**src/rtl/noc_input_unit_pkg.sv**
```systemverilog
// Shared NoC types: ports, directions, coordinates, flit header layout and XY routing helper.
package noc_input_unit_pkg;

    typedef enum logic [2:0] {
        kLocalPort = 3'd0,
        kEastPort  = 3'd1,
        kWestPort  = 3'd2,
        kSouthPort = 3'd3,
        kNorthPort = 3'd4
    } noc_port_t;

    typedef enum logic {
        kFlowControlCreditBased = 1'b0,
        kFlowControlAckNack     = 1'b1
    } noc_flow_control_t;

    typedef struct packed {
        logic go_local;
        logic go_east;
        logic go_west;
        logic go_south;
        logic go_north;
    } direction_t;

    typedef struct packed {
        logic [3:0] x;
        logic [3:0] y;
    } xy_t;

    typedef struct packed {
        logic head;
        logic tail;
    } preamble_t;

    typedef logic [3:0] message_t;

    typedef struct packed {
        preamble_t preamble;
        xy_t       src;
        xy_t       dst;
        message_t  msg;
    } header_t;

    localparam int DefaultFlitWidth = 64;
    localparam int PortQueueDepth   = 5;
    localparam int CreditsWidth     = $clog2(PortQueueDepth + 1);
    localparam direction_t AllPorts = direction_t'(5'b11111);

    function automatic direction_t get_onehot_port(input noc_port_t port);
        direction_t dir;
        dir = '0;
        case (port)
            kLocalPort: dir.go_local = 1'b1;
            kEastPort:  dir.go_east  = 1'b1;
            kWestPort:  dir.go_west  = 1'b1;
            kSouthPort: dir.go_south = 1'b1;
            kNorthPort: dir.go_north = 1'b1;
            default:    dir = '0;
        endcase
        return dir;
    endfunction

    // Dimension-ordered routing: resolve X completely before moving in Y.
    function automatic direction_t xy_route(input xy_t position, input xy_t dst);
        direction_t dir;
        dir = '0;
        if (dst.x > position.x)      dir.go_east  = 1'b1;
        else if (dst.x < position.x) dir.go_west  = 1'b1;
        else if (dst.y > position.y) dir.go_south = 1'b1;
        else if (dst.y < position.y) dir.go_north = 1'b1;
        else                         dir.go_local = 1'b1;
        return dir;
    endfunction

endpackage

```
**src/rtl/noc_fifo.sv**
```systemverilog
// Synchronous FIFO with occupancy count; depth need not be a power of two.
module noc_fifo #(
    parameter int Depth = 5,
    parameter int Width = 64,
    localparam int CountWidth = $clog2(Depth + 1),
    localparam int PtrWidth   = (Depth > 1) ? $clog2(Depth) : 1
) (
    input  logic                  clk,
    input  logic                  rst,
    input  logic                  push,
    input  logic                  pop,
    input  logic [Width-1:0]      wdata,
    output logic [Width-1:0]      rdata,
    output logic [CountWidth-1:0] count,
    output logic                  full,
    output logic                  empty
);

    logic [Width-1:0]    mem [Depth];
    logic [PtrWidth-1:0] wr_ptr;
    logic [PtrWidth-1:0] rd_ptr;
    logic                push_ok;
    logic                pop_ok;

    function automatic logic [PtrWidth-1:0] wrap_inc(input logic [PtrWidth-1:0] ptr);
        return (ptr == PtrWidth'(Depth - 1)) ? '0 : ptr + PtrWidth'(1);
    endfunction

    assign full    = (count == CountWidth'(Depth));
    assign empty   = (count == '0);
    assign pop_ok  = pop && !empty;
    // A pop in the same cycle frees the slot, so a push into a full queue still lands.
    assign push_ok = push && (!full || pop_ok);
    assign rdata   = mem[rd_ptr];

    // NOTE: storage is not reset; count and pointers alone define which entries are valid.
    always_ff @(posedge clk) begin
        if (push_ok) mem[wr_ptr] <= wdata;
    end

    always_ff @(posedge clk or posedge rst) begin
        if (rst) begin
            wr_ptr <= '0;
            rd_ptr <= '0;
            count  <= '0;
        end else begin
            if (push_ok) wr_ptr <= wrap_inc(wr_ptr);
            if (pop_ok)  rd_ptr <= wrap_inc(rd_ptr);
            case ({push_ok, pop_ok})
                2'b10:   count <= count + CountWidth'(1);
                2'b01:   count <= count - CountWidth'(1);
                default: count <= count;
            endcase
        end
    end

endmodule

```
**src/rtl/noc_input_unit.sv**
```systemverilog
// NoC router input port: flit queue, wormhole XY route hold, credit or ack/nack flow control.
// Optional sticky illegal-route detection is built when NOC_INPUT_ROUTE_CHECK_EN is defined.
module noc_input_unit
    import noc_input_unit_pkg::*;
#(
    parameter int                FlitWidth   = DefaultFlitWidth,
    parameter noc_flow_control_t FlowControl = kFlowControlCreditBased,
    parameter noc_port_t         ThisPort    = kNorthPort,
    parameter direction_t        PortsEnable = AllPorts
) (
    input  logic                 clk,
    input  logic                 rst,
    input  xy_t                  position,
    input  logic [FlitWidth-1:0] data_in,
    input  logic                 data_void_in,
    output logic                 stop_out,
    output logic                 credit_out,
    output logic [FlitWidth-1:0] data_out,
    output logic                 data_void_out,
    output direction_t           route_out,
    input  logic                 grant_in,
    output logic                 error_out
);

    typedef enum logic {IDLE, ROUTED} route_state_t;

    // Header fields are sliced from the flit MSBs in header_t order.
    localparam int DstLsb = FlitWidth - $bits(header_t) + $bits(message_t);

    if ((PortsEnable & get_onehot_port(ThisPort)) == '0) begin : g_port_disabled
        $error("noc_input_unit instantiated for a port that PortsEnable disables");
    end

    logic                    push;
    logic                    pop;
    logic                    fifo_full;
    logic                    fifo_empty;
    logic [CreditsWidth-1:0] count;
    logic [CreditsWidth-1:0] count_next;
    logic                    stop_q;
    logic                    credit_q;
    preamble_t               head_preamble;
    xy_t                     head_dst;
    direction_t              computed_route;
    direction_t              route_q;
    logic                    latch_route;
    route_state_t            state_q;
    route_state_t            state_d;

    assign push = !data_void_in;
    assign pop  = grant_in && !fifo_empty;

    noc_fifo #(
        .Depth (PortQueueDepth),
        .Width (FlitWidth)
    ) u_fifo (
        .clk   (clk),
        .rst   (rst),
        .push  (push),
        .pop   (pop),
        .wdata (data_in),
        .rdata (data_out),
        .count (count),
        .full  (fifo_full),
        .empty (fifo_empty)
    );

    assign data_void_out  = fifo_empty;
    assign head_preamble  = preamble_t'(data_out[FlitWidth-1 -: $bits(preamble_t)]);
    assign head_dst       = xy_t'(data_out[DstLsb +: $bits(xy_t)]);
    assign computed_route = xy_route(position, head_dst);
    assign count_next     = count + CreditsWidth'(push && (!fifo_full || pop)) - CreditsWidth'(pop);

    always_ff @(posedge clk or posedge rst) begin
        if (rst) begin
            stop_q   <= 1'b0;
            credit_q <= 1'b0;
        end else begin
            // Threshold one below depth leaves room for the flit already in flight.
            stop_q   <= (count_next >= CreditsWidth'(PortQueueDepth - 1));
            credit_q <= pop;
        end
    end

    assign stop_out   = (FlowControl == kFlowControlAckNack)     ? stop_q   : 1'b0;
    assign credit_out = (FlowControl == kFlowControlCreditBased) ? credit_q : 1'b0;

    always_ff @(posedge clk or posedge rst) begin
        if (rst) begin
            state_q <= IDLE;
            route_q <= '0;
        end else begin
            state_q <= state_d;
            if (latch_route) route_q <= computed_route;
        end
    end

    // NOTE: every combinational output gets a default first so no latch is inferred.
    always_comb begin
        state_d     = state_q;
        latch_route = 1'b0;
        if (pop) begin
            case (state_q)
                IDLE: begin
                    if (head_preamble.head && !head_preamble.tail) begin
                        state_d     = ROUTED;
                        latch_route = 1'b1;
                    end
                end
                ROUTED: begin
                    if (head_preamble.tail) state_d = IDLE;
                end
                default: state_d = IDLE;
            endcase
        end
    end

    always_comb begin
        route_out = '0;
        if (!fifo_empty) route_out = (state_q == ROUTED) ? route_q : computed_route;
    end

`ifdef NOC_INPUT_ROUTE_CHECK_EN
    localparam direction_t UturnMask =
        (ThisPort == kLocalPort) ? direction_t'('0) : get_onehot_port(ThisPort);

    logic error_q;
    logic route_illegal;

    assign route_illegal = !fifo_empty &&
                           ((|(route_out & UturnMask)) || (|(route_out & ~PortsEnable)));

    always_ff @(posedge clk or posedge rst) begin
        if (rst)                error_q <= 1'b0;
        else if (route_illegal) error_q <= 1'b1;
    end

    assign error_out = error_q;
`else
    assign error_out = 1'b0;
`endif

    always_ff @(posedge clk) begin
        if (!rst) begin
            if (FlowControl == kFlowControlCreditBased) assert (!(push && fifo_full && !pop));
            assert (!(grant_in && fifo_empty));
            if (pop) assert ((state_q == ROUTED) ? !head_preamble.head : head_preamble.head);
        end
    end

endmodule

```
**config.mk**
```make
export PLATFORM = sky130hd
export DESIGN_NAME = noc_input_unit
export DESIGN_NICKNAME = d
export VERILOG_FILES = /design/src/rtl/noc_input_unit_pkg.sv /design/src/rtl/noc_fifo.sv /design/src/rtl/noc_input_unit.sv
export SDC_FILE = /design/constraint.sdc
export NUM_CORES = 1
export LEC_CHECK = 0
export ABC_AREA = 1
export BUFFER_PORTS_ARGS = -buffer_cell sky130_fd_sc_hd__clkbuf_2
export CORE_MARGIN = 10
export CORE_UTILIZATION = 50
export DETAILED_ROUTE_END_ITERATION = 10
export PLACE_DENSITY = 0.78
export SLEW_MARGIN = 25
export SYNTH_ARGS = -nofsm -noshare
export SYNTH_HDL_FRONTEND = slang
export SYNTH_SLANG_ARGS = --single-unit
export TNS_END_PERCENT = 10
```
**constraint.sdc**
```tcl
create_clock -name clk -period 6.6 [get_ports clk]
set_input_delay 1.32 -clock clk [delete_from_list [all_inputs] [get_ports clk]]
set_output_delay 1.32 -clock clk [all_outputs]
set_load 0.05 [all_outputs]
```
==> results_dict.tcl <==
set metrics [dict create \
    crit_type "register to output port" \
    h-tree-depth 2 \
    via_per_inst 5.43 \
    hold_viol_final 0 \
    cpMostUsedCell "nor2_1" \
    gp_congestion 0.850 \
    fin_skew_ns 0.0125 \
    drt_iter0_drc 698 \
    path_depth 14 \
    pin_count 149 \
    cp_data_required_time_ns 5.28 \
    period_needed_ns 5.38 \
    synth_area_leaders "edfxtp_1, nor2_1, o21ai_0" \
    syn_area_per_cell_sq_um 12.5 \
    syn_inst 1068 \
    areaGrowthSynthToFinish_pct 16.0 \
    outcome "completed" \
    peakVddDrop_mv 0.430 \
    drc_errors 0 \
    cts_tree "done" \
    yosysWarningCount 0 \
    layout_common_cells "edfxtp_1, nor2_1, clkbuf_2, o21ai_0, a31oi_1" \
    nNetsFinal 1294 \
    core-area_sq_mm 0.0262 \
    die_y_um 184 \
    worstPathArrival_ns 4.06 \
    final_common_cell "edfxtp_1" \
    start_util_pct 51.1 \
    wl_mm 29.3 \
    synth_area_leader_cell "edfxtp_1" \
    rrSetupSlack_ns 3.27 \
    clkSinkCount 336 \
    cp_top_family "buffers and inverters" \
    overflow 0 \
    dieWidth_um 184 \
    clkLatencyLatePin_ns 0.51 \
    grt_pass1_vias 8557 \
    cts_setup_buffers 0 \
    worstMarginPinSlew_ns 1.02 \
    timing.slew.headroom_pct 31.7 \
    min_period_over_period_pct 81.4 \
    postLayoutSetupSlackWorst_ns 1.22 \
    vias 8506 \
    hold_path.class "register to register" \
    ys_seq_elements 336 \
    crit_buf_inv 3 \
    crit_path_top_delay_cell "buf_4" \
    clock_path_buffers 3 \
    layout-drive-gt1-share_pct 19.0 \
    fillerInstances 2004 \
    cap_violations 0 \
    numCtsBuffers 35 \
    start_kind "register" \
    portBuffers 146 \
    slowest_delay_ns 0.80 \
    pre_cts_ws_ns 1.76 \
    clk_pin_slew_ns 0.06 \
    power_density_mw_per_mm2 528 \
    crit_start "u_fifo.rd_ptr[0]" \
    r2r_end "route_q[4]" \
    rsz0062_at_grt "false" \
    ys_seq_area_share_pct 74.8 \
    rr_worst_depth 13 \
    dp_hpwl_mm 17.0 \
    root_buffer "clkbuf_16" \
    endpoint_kind "output port" \
    grtUsageTotal_pct 17.0 \
    setup_viol 0 \
    grt_pass1_wl_mm 45.5 \
    setup_tns_ns 0 \
    synth_cell_types 28 \
    grt_start_max_net_pins 89 \
    worstPathCellList "buf_4, o21ai_0, o22ai_1, nand2_1, o21ai_1, inv_1, ha_1, nand2_1, nor2_1, nand3_1, nor2_1, nor2_1, nor2_1, clkbuf_2" \
    wl_per_cell_um 18.7 \
    fmax_ghz 0.186 \
    setup.worst_path.end "route_out[4]" \
    p_leak_uw 0.00573 \
    antenna_found_initial 4 \
    cts_hold_buf 0 \
    synth_top_cell_area_share_pct 71.8 \
    postCtsResizedCells 0 \
    syn_area_sq_mm 0.0134 \
    antenna_left 0 \
    die_area_sq_mm 0.0337 \
    report.final.slew_viol_count 0 \
    first_pass_iters 7 \
    path_max_fanout 88 \
    row_count 59 \
    r2r-start "u_fifo.rd_ptr[0]" \
]
-- worst min path at each step --
stage,cells after the start,endpoint,slack (ns),from
final,2,route_q[2],0.47,route_q[2]
after detailed placement,2,route_q[0],0.46,route_q[0]
after global placement,2,route_q[3],0.45,route_q[3]
after CTS,2,route_q[1],0.48,route_q[1]
after global routing,2,route_q[1],0.51,route_q[1]
after floorplan,2,route_q[2],0.44,route_q[2]
-- sequential cells by signal (all words and copies together), names as in the netlist --
name / count
u_fifo.rd_ptr: 3
route_q: 5
credit_out: 1
u_fifo.count: 3
u_fifo.wr_ptr: 3
u_fifo.mem: 320
state_q: 1
-- synth_stat cells, drive strengths merged --
library cell / count
fa: 1
inv: 43
nand3: 16
o22ai: 2
o21ai: 139
edfxtp: 320
o21bai: 1
clkbuf: 20
nor2: 323
ha: 12
dfrtp: 16
conb: 1
a21oi: 7
a31oi: 60
or2: 2
nor3: 4
nand4: 3
buf: 38
xor2: 1
nand2: 59
-- routing by layer --
layer	part of all wire, %	vias to the layer above	GRT usage [%]
met1	42	4132	21.0
met3	7.0	50	4.03
li1	-	4052	-
met5	0.092	-	0
met4	2.1	4	5.28
met2	49	268	28.9
-- power breakdown --
group / switching, uW / internal (uW) / leakage [uW] / total, uW
Clock: 772 / 1200 / 0.000557 / 1970
Sequential: 140 / 2750 / 0.00311 / 2890
Combinational: 2620 / 727 / 0.00206 / 3350
Total: 3530 / 4680 / 0.00573 / 8210
-- cells by family (layout without fill, tap and decap cells) --
logic type	count (synthesis)	after routing	share of synthesized area, %
other	1	4	0.0280
adders and majority gates	13	13	1.27
buffers and inverters	101	261	3.44
DFF	336	336	74.8
AOI/OAI and AO/OA	209	209	8.41
xor gates and xnor gates	1	1	0.0654
and+or+nand+nor	407	407	12.0
-- per-stage QoR --
stage | area [sq um] | total power (uW) | instances | hold slack, ns | utilization [%]
after CTS | 15500 | 8280 | 1564 | 0.480 | 59.2
after global placement | 14400 | 6230 | 1503 | 0.454 | 54.8
final | 15500 | 8210 | 1566 | 0.472 | 59.3
after detailed placement | 14400 | 6300 | 1503 | 0.465 | 54.8
after global routing | 15500 | 8640 | 1565 | 0.513 | 59.3
after floorplan | 13400 | 5490 | 1069 | 0.437 | -
-- final cells by class --
class / instances / area, sq um / area share (%)
multi-input combinational: 632 / 2960 / 19.1
clock inverter: 17 / 224 / 1.44
sequential: 336 / 10000 / 64.5
inverter: 43 / 165 / 1.06
antenna: 2 / 5.00 / 0.0322
clock buffer: 44 / 931 / 5.99
tap: 335 / 419 / 2.70
timing repair buffer: 157 / 813 / 5.24
-- tightest hold or removal path: stages (launching register included) --
cell	delay [ns]
dfrtp_1	0.34
nand2_1	0.05
nand2_1	0.05
No activity file was read; power rests on OpenSTA's default activity.
